--- config.mk ---
export PLATFORM = sky130hd
export DESIGN_NAME = nonce_dispatch_scheduler_flat
export DESIGN_NICKNAME = d
export VERILOG_FILES = /design/src/rtl/nonce_dispatch_scheduler_if.sv /design/src/rtl/nonce_dispatch_scheduler.sv /design/src/flat_wrapper.sv
export SDC_FILE = /design/constraint.sdc
export NUM_CORES = 1
export LEC_CHECK = 0
export ABC_AREA = 1
export ABC_CLOCK_PERIOD_IN_PS = 6000
export BUFFER_PORTS_ARGS = -buffer_cell sky130_fd_sc_hd__buf_2
export CAP_MARGIN = 20
export CORE_ASPECT_RATIO = 1.2
export CORE_MARGIN = 2
export CORE_UTILIZATION = 50
export DETAILED_ROUTE_END_ITERATION = 7
export PLACE_DENSITY = 0.77
export RECOVER_POWER = 25
export SLEW_MARGIN = 20
export SYNTH_ARGS = -nofsm -noshare
export SYNTH_HDL_FRONTEND = slang
export SYNTH_SLANG_ARGS = --single-unit
--- constraint.sdc ---
create_clock -name clk -period 6 [get_ports clk]
set_input_delay 0.3 -clock clk [delete_from_list [all_inputs] [get_ports clk]]
set_output_delay 0.3 -clock clk [all_outputs]
set_load 0.01 [all_outputs]
--- src/rtl/nonce_dispatch_scheduler_if.sv ---
// Bundle between the nonce scheduler, its hash-core pool and the result consumer.
// Carries batch control, per-core launch/complete signals and the result stream.
// The master side is the scheduler; the slave side is the surrounding logic.
interface nonce_dispatch_scheduler_if #(
  parameter int NUM_CORES = 4
);
  logic                    start;
  logic [31:0]             nonce_base;
  logic                    busy;
  logic                    done;
  logic [NUM_CORES-1:0]    core_start;
  logic [31:0]             core_nonce;
  logic [NUM_CORES-1:0]    core_done;
  logic [NUM_CORES*32-1:0] core_h0;
  logic                    res_valid;
  logic [7:0]              res_idx;
  logic [31:0]             res_data;
  logic                    res_ready;

  modport master (
    input  start, nonce_base, core_done, core_h0, res_ready,
    output busy, done, core_start, core_nonce, res_valid, res_idx, res_data
  );

  modport slave (
    output start, nonce_base, core_done, core_h0, res_ready,
    input  busy, done, core_start, core_nonce, res_valid, res_idx, res_data
  );
endinterface

--- src/rtl/nonce_dispatch_scheduler.sv ---
// Dispatches NUM_NONCES nonces round-robin onto NUM_CORES hash cores, returns (idx, H0) pairs.
// Latency: start->first core_start 1 cycle, core_done->res_valid 1 cycle, last handshake->done 1 cycle.
// Backpressure: res_ready low holds the result stable; cores stay HELD and are not re-dispatched.
module nonce_dispatch_scheduler #(
  parameter int NUM_CORES  = 4,
  parameter int NUM_NONCES = 16
) (
  input  logic                      clk,
  input  logic                      reset,
  nonce_dispatch_scheduler_if.master bus
);

  localparam int            CW        = (NUM_CORES > 1) ? $clog2(NUM_CORES) : 1;
  localparam logic [8:0]    NN        = 9'(NUM_NONCES);
  localparam logic [CW-1:0] LAST_CORE = CW'(NUM_CORES - 1);

  typedef enum logic [1:0] {S_IDLE, S_RUN, S_FIN} state_e;
  typedef enum logic [1:0] {C_FREE, C_RUNNING, C_HELD} core_e;

  state_e               state_q;
  logic [31:0]          base_q;
  logic [8:0]           issued_q, retired_q;
  logic                 busy_q, done_q;

  core_e                cst_q [NUM_CORES];
  core_e                cst_d [NUM_CORES];
  logic [7:0]           cidx_q [NUM_CORES];
  logic [31:0]          ch0_q [NUM_CORES];

  logic [CW-1:0]        disp_ptr_q, drain_ptr_q, res_sel_q, res_sel_d;
  logic                 res_valid_q, res_valid_d;

  logic [NUM_CORES-1:0] disp_vec, cap_vec, held_d;
  logic                 disp_hit, pick_hit, hs;
  logic [CW-1:0]        disp_sel, disp_try, pick_sel, pick_try, pick_from;

  assign hs = res_valid_q & bus.res_ready;

  // Pick the first FREE core after the one launched most recently.
  always_comb begin
    disp_hit = 1'b0;
    disp_sel = disp_ptr_q;
    disp_try = '0;
    disp_vec = '0;
    if (state_q == S_RUN && issued_q < NN) begin
      for (int k = 1; k <= NUM_CORES; k++) begin
        disp_try = CW'((int'(disp_ptr_q) + k) % NUM_CORES);
        if (!disp_hit && cst_q[disp_try] == C_FREE) begin
          disp_hit = 1'b1;
          disp_sel = disp_try;
        end
      end
    end
    if (disp_hit) disp_vec[disp_sel] = 1'b1;
  end

  // Per-core next state: capture, drain and launch touch disjoint cores in one cycle.
  always_comb begin
    cap_vec = '0;
    held_d  = '0;
    for (int i = 0; i < NUM_CORES; i++) begin
      cap_vec[i] = (cst_q[i] == C_RUNNING) && bus.core_done[i];
      cst_d[i]   = cst_q[i];
      if (cap_vec[i]) cst_d[i] = C_HELD;
      if (hs && res_sel_q == CW'(i)) cst_d[i] = C_FREE;
      if (disp_vec[i]) cst_d[i] = C_RUNNING;
      held_d[i] = (cst_d[i] == C_HELD);
    end
  end

  // Choose the next result source when the output slot empties; the held one stays put.
  always_comb begin
    pick_from = hs ? res_sel_q : drain_ptr_q;
    pick_hit  = 1'b0;
    pick_sel  = pick_from;
    pick_try  = '0;
    for (int k = 1; k <= NUM_CORES; k++) begin
      pick_try = CW'((int'(pick_from) + k) % NUM_CORES);
      if (!pick_hit && held_d[pick_try]) begin
        pick_hit = 1'b1;
        pick_sel = pick_try;
      end
    end
    res_valid_d = res_valid_q;
    res_sel_d   = res_sel_q;
    if (!res_valid_q || hs) begin
      res_valid_d = pick_hit;
      res_sel_d   = pick_hit ? pick_sel : res_sel_q;
    end
  end

  // Batch FSM with issue/retire counters and registered busy/done.
  always_ff @(posedge clk or posedge reset) begin
    if (reset) begin
      state_q   <= S_IDLE;
      base_q    <= '0;
      issued_q  <= '0;
      retired_q <= '0;
      busy_q    <= 1'b0;
      done_q    <= 1'b0;
    end else begin
      done_q <= 1'b0;
      case (state_q)
        S_IDLE: begin
          if (bus.start) begin
            state_q   <= S_RUN;
            base_q    <= bus.nonce_base;
            issued_q  <= '0;
            retired_q <= '0;
            busy_q    <= 1'b1;
          end
        end
        S_RUN: begin
          issued_q  <= issued_q + 9'(disp_hit);
          retired_q <= retired_q + 9'(hs);
          if (retired_q + 9'(hs) == NN) begin
            state_q <= S_FIN;
            done_q  <= 1'b1;
          end
        end
        S_FIN: begin
          state_q <= S_IDLE;
          busy_q  <= 1'b0;
        end
        default: state_q <= S_IDLE;
      endcase
    end
  end

  // Core slots, round-robin pointers and the output slot.
  always_ff @(posedge clk or posedge reset) begin
    if (reset) begin
      for (int i = 0; i < NUM_CORES; i++) begin
        cst_q[i]  <= C_FREE;
        cidx_q[i] <= '0;
        ch0_q[i]  <= '0;
      end
      disp_ptr_q  <= LAST_CORE;
      drain_ptr_q <= LAST_CORE;
      res_sel_q   <= '0;
      res_valid_q <= 1'b0;
    end else begin
      for (int i = 0; i < NUM_CORES; i++) begin
        cst_q[i] <= cst_d[i];
        if (disp_vec[i]) cidx_q[i] <= issued_q[7:0];
        if (cap_vec[i])  ch0_q[i]  <= bus.core_h0[32*i +: 32];
      end
      if (disp_hit) disp_ptr_q <= disp_sel;
      if (hs)       drain_ptr_q <= res_sel_q;
      res_valid_q <= res_valid_d;
      res_sel_q   <= res_sel_d;
    end
  end

  assign bus.busy       = busy_q;
  assign bus.done       = done_q;
  assign bus.core_start = disp_vec;
  assign bus.core_nonce = disp_hit ? base_q + {23'd0, issued_q} : 32'd0;
  assign bus.res_valid  = res_valid_q;
  assign bus.res_idx    = res_valid_q ? cidx_q[res_sel_q] : 8'd0;
  assign bus.res_data   = res_valid_q ? ch0_q[res_sel_q] : 32'd0;

endmodule

--- src/flat_wrapper.sv ---
// flat-port wrapper written by rule: the top's interface ports become plain ports
module nonce_dispatch_scheduler_flat 
#(
  parameter int NUM_CORES  = 4,
  parameter int NUM_NONCES = 16
)
  (clk, reset, bus_start, bus_nonce_base, bus_core_done, bus_core_h0, bus_res_ready, bus_busy, bus_done, bus_core_start, bus_core_nonce, bus_res_valid, bus_res_idx, bus_res_data);
  nonce_dispatch_scheduler_if #(.NUM_CORES(NUM_CORES)) bus_i ();
  input  logic clk;
  input  logic reset;
  input wire logic [$bits(bus_i.start)-1:0] bus_start;
  input wire logic [$bits(bus_i.nonce_base)-1:0] bus_nonce_base;
  input wire logic [$bits(bus_i.core_done)-1:0] bus_core_done;
  input wire logic [$bits(bus_i.core_h0)-1:0] bus_core_h0;
  input wire logic [$bits(bus_i.res_ready)-1:0] bus_res_ready;
  output wire logic [$bits(bus_i.busy)-1:0] bus_busy;
  output wire logic [$bits(bus_i.done)-1:0] bus_done;
  output wire logic [$bits(bus_i.core_start)-1:0] bus_core_start;
  output wire logic [$bits(bus_i.core_nonce)-1:0] bus_core_nonce;
  output wire logic [$bits(bus_i.res_valid)-1:0] bus_res_valid;
  output wire logic [$bits(bus_i.res_idx)-1:0] bus_res_idx;
  output wire logic [$bits(bus_i.res_data)-1:0] bus_res_data;
  assign bus_i.start = bus_start;
  assign bus_i.nonce_base = bus_nonce_base;
  assign bus_i.core_done = bus_core_done;
  assign bus_i.core_h0 = bus_core_h0;
  assign bus_i.res_ready = bus_res_ready;
  assign bus_busy = bus_i.busy;
  assign bus_done = bus_i.done;
  assign bus_core_start = bus_i.core_start;
  assign bus_core_nonce = bus_i.core_nonce;
  assign bus_res_valid = bus_i.res_valid;
  assign bus_res_idx = bus_i.res_idx;
  assign bus_res_data = bus_i.res_data;
  nonce_dispatch_scheduler #(.NUM_CORES(NUM_CORES), .NUM_NONCES(NUM_NONCES)) u_core (.clk(clk), .reset(reset), .bus(bus_i));
endmodule
==> summary.md <==
| Metric | Value |
|---|---|
| Status | complete, but fails checks |
| Failing checks | max-capacitance violations, max-slew violations |
| Post-Syn Nets | 1,600 |
| Routability cong. | 0.896 |
| Mapped cell area | 11,800 sq um |
| Hold_sp | bus_nonce_base[15] |
| Worst Setup Start Kind | register |
| Total wire length | 30,900 um |
| Clock root buffer | clkbuf_16 |
| Vias per cell | 5.22 |
| WS Path Type | register to register |
| FF-to-FF Start | u_core.cst_q[4] |
| Max_cap viols | 4 |
| Register area share after synthesis | 0.488 |
| Synth unique cells | 49 |
| Die X | 144 um |
| Clk buf depth | 3 |
| Worst vdd ir | 0.353 mV |
| Initial antenna violation count | 4 |
| Post-DRT Antenna Nets | 0 |
| Async set-reset flop share out of synthesis | 1.00 |
| Hold Path Sink | u_core.base_q[15] |
| I/O Pins | 247 |
| Top cell type's share of synthesized area | 0.479 |
| Area grow syn2layout | 22.3% |
| DR WL/cell | 15.5 um |
| Detailed Route Iter0 Violations | 514 |
| Layout cell share with drive strength beyond 1 | 0.243 |
| Post-route design area | 14,400 sq um |
| Synth Warn # | 0 |
| DR vias | 10,500 |
| Initial Util | 0.509 |
| Setup TNS | 0 ns |
| First-pass GRT wire length | 49,300 um |
| WP data arrival | 4.38 ns |
| R2r worst-path depth | 13 |
| Die H | 172 um |
| Worst Path Max Fanout | 61 |
| Layout Nets | 1,847 |
| Dpl hpwl | 21,100 um |
| FMAX | 0.251 GHz |
| Layout Skew | 0.00811 ns |
| Syn avg cell area | 8.30 sq um |
| Worst-Skew Late Latency | 0.51 ns |
| Most frequent cell after synthesis | nand2_1 |
| H-tree Lvls | 1 |
| R2r setup slk | 2.02 ns |
| Ranking of synthesized cells by instance count | nand2_1, dfrtp_1, nor2_1, a21oi_1, inv_1 |
| Largest net degree at the start of global routing | 130 |
| Count of clock tree sinks | 229 |
| Max-slew headroom | -0.935 |
| Pre-antenna DRT Iters | 5 |
| HP Class | primary input to register |
| Leading area contributor after synthesis | dfrtp_1 |
| Number of flops mapped to enable cells by yosys | 0 |
| Number of global-route vias before repair | 10,400 |
| Post-synth top flop | dfrtp_1 |
| Critical Path RT | 6.40 ns |
| Std-Cell Rows | 61 |
| # setup viols final | 0 |
| FF+latch count, synth | 229 |
| P_leak | 0.00715 uW |
| Pin slew with the least headroom to its limit | 2.90 ns |
| RSZ-0062 raised after global routing | no |
| Residual DRC | 0 |
| IO buf count | 246 |
| Num CTS Buffers | 25 |
| Area after DPL | 13,200 sq um |
| Reg clk slew, reported paths | 0.06 ns |
| Die Area | 24,800 sq um |
| Tmin final | 3.98 ns |
| Pwr dens | 605 nW/um^2 |
| CTS resizes | 0 |
| Hold path cells | 3 |
| Total track usage | 0.246 |
| Core area | 23,100 sq um |
| Post-Synthesis Cells | 1,418 |
| Worst flop-to-flop path endpoint | u_core.res_sel_q[1] |
| Dominant cells by area after synthesis | dfrtp_1, nand2_1, mux2_2 |
| CP Capture Type | register |
| Total congestion overflow | 0 |
| Tcrit/Tclk final | 0.664 |
| Final Slew Violations | 181 |
| CTS tree | done |
| Final Hold Fails | 0 |
==> flip-flops by register name, indices dropped and copies added, names as in the netlist <==
name and cells:
u_core.state_q 2, u_core.issued_q 9, u_core.cidx_q 32, u_core.base_q 32
u_core.res_sel_q 2, u_core.bus.done 1, u_core.bus.res_valid 1, u_core.disp_ptr_q 2
u_core.retired_q 9, u_core.bus.busy 1, u_core.ch0_q 128, u_core.cst_q 8
u_core.drain_ptr_q 2
==> routing by layer <==
metal	vias up	part of all wire	track usage	wire length (um)
met3	63	0.072	0.0482	2240
met2	330	0.48	0.434	14900
met4	2	0.028	0.0818	857
met5	-	0.00026	0	8
li1	5146	-	-	-
met1	4910	0.42	0.303	12900
==> kinds of logic (layout without fill, tap and decap cells) <==
| kind of cell | Yosys count | after routing | synth area share |
|---|---|---|---|
| DFF | 229 | 229 | 0.488 |
| xor gates and xnor gates | 15 | 15 | 0.0112 |
| muxes | 71 | 71 | 0.0680 |
| buffers and inverters | 218 | 483 | 0.0720 |
| AOI/OAI and AO/OA | 302 | 302 | 0.141 |
| adders and majority gates | 14 | 14 | 0.0155 |
| other | 0 | 3 | 0 |
| and+or+nand+nor | 569 | 569 | 0.205 |
==> report_power, final <==
part | internal, uW | switching (uW) | total, uW
logic | 1610 | 2730 | 4340
registers | 2230 | 474 | 2710
clock network | 1030 | 634 | 1660
total | 4870 | 3830 | 8700
==> worst max path at each step <==
stage | from | end | slack (ns)
after CTS | u_core.state_q[1] | bus_core_start[2] | 2.66
after global placement | u_core.state_q[1] | u_core.issued_q[8] | 2.93
after floorplan | reset | u_core.base_q[0] | 2.71
after detailed placement | u_core.state_q[1] | u_core.issued_q[8] | 2.87
final | u_core.cst_q[4] | u_core.res_sel_q[1] | 2.02
after global routing | u_core.cst_q[5] | u_core.res_sel_q[1] | 1.53
==> layout by cell type (no fill, tap or decap), drive strengths merged, types with 2 or more instances in the layout <==
| master | Yosys | layout |
|---|---|---|
| nand2 | 299 | 299 |
| buf | 17 | 248 |
| dfrtp | 225 | 225 |
| nor2 | 172 | 172 |
| a21oi | 159 | 159 |
| inv | 154 | 154 |
| o21ai | 97 | 97 |
| mux2 | 71 | 71 |
| nand3 | 58 | 58 |
| clkbuf | 45 | 39 |
| o211ai | 31 | 31 |
| dlygate4sd3 | 0 | 26 |
| nor3 | 15 | 15 |
| ha | 13 | 13 |
| nand4 | 12 | 12 |
| xor2 | 12 | 12 |
| clkinv | 2 | 8 |
| o22ai | 5 | 5 |
| bufinv | 0 | 5 |
| dfstp | 4 | 4 |
| diode | 0 | 3 |
| or2 | 3 | 3 |
| xnor2 | 3 | 3 |
| nor4 | 3 | 3 |
| a32o | 3 | 3 |
| and2 | 3 | 3 |
| clkinvlp | 0 | 3 |
| nand3b | 2 | 2 |
| o21a | 2 | 2 |
| o31ai | 2 | 2 |
==> critical path: stages (launching register included) <==
cell	delay, ns
dfrtp_1	0.44
nand3_2	0.09
clkbuf_1	2.04
nand2_1	0.20
nand3_1	0.28
nand2_1	0.09
nand3_1	0.12
nand2_1	0.09
nor2_2	0.12
nand3_1	0.08
nand2_1	0.13
inv_1	0.07
nand3_1	0.07
nand2_1	0.05
==> layout make-up <==
type / instances / area, sq um
repair buffers: 282 / 1560
well taps: 315 / 394
clock inverters: 14 / 208
clock buffers: 31 / 688
fillers: 1978 / 8740
diodes: 3 / 7.51
multi-input cells: 971 / 5190
inverters: 156 / 597
flip-flops and latches: 229 / 5740
==> through the flow <==
stage	total power (uW)	hold slack [ns]	utilization	std cells	worst slack, ns
global route	9410	0.00554	0.622	2000	1.53
global placement	6910	0.378	0.573	1926	2.93
CTS	8720	0.000470	0.623	1997	2.66
floorplan	5730	0.410	-	1418	2.71
finish	8700	0.0146	0.622	2001	2.02
detailed placement	7020	0.390	0.573	1926	2.87
==> what timing repair did <==
action | CTS | global route
hold buffers | 26 | 0
endpoints found under the hold margin | 49 | 0
buffers inserted | 0 | 0
Note: power is estimated with default switching activity, not from simulation.
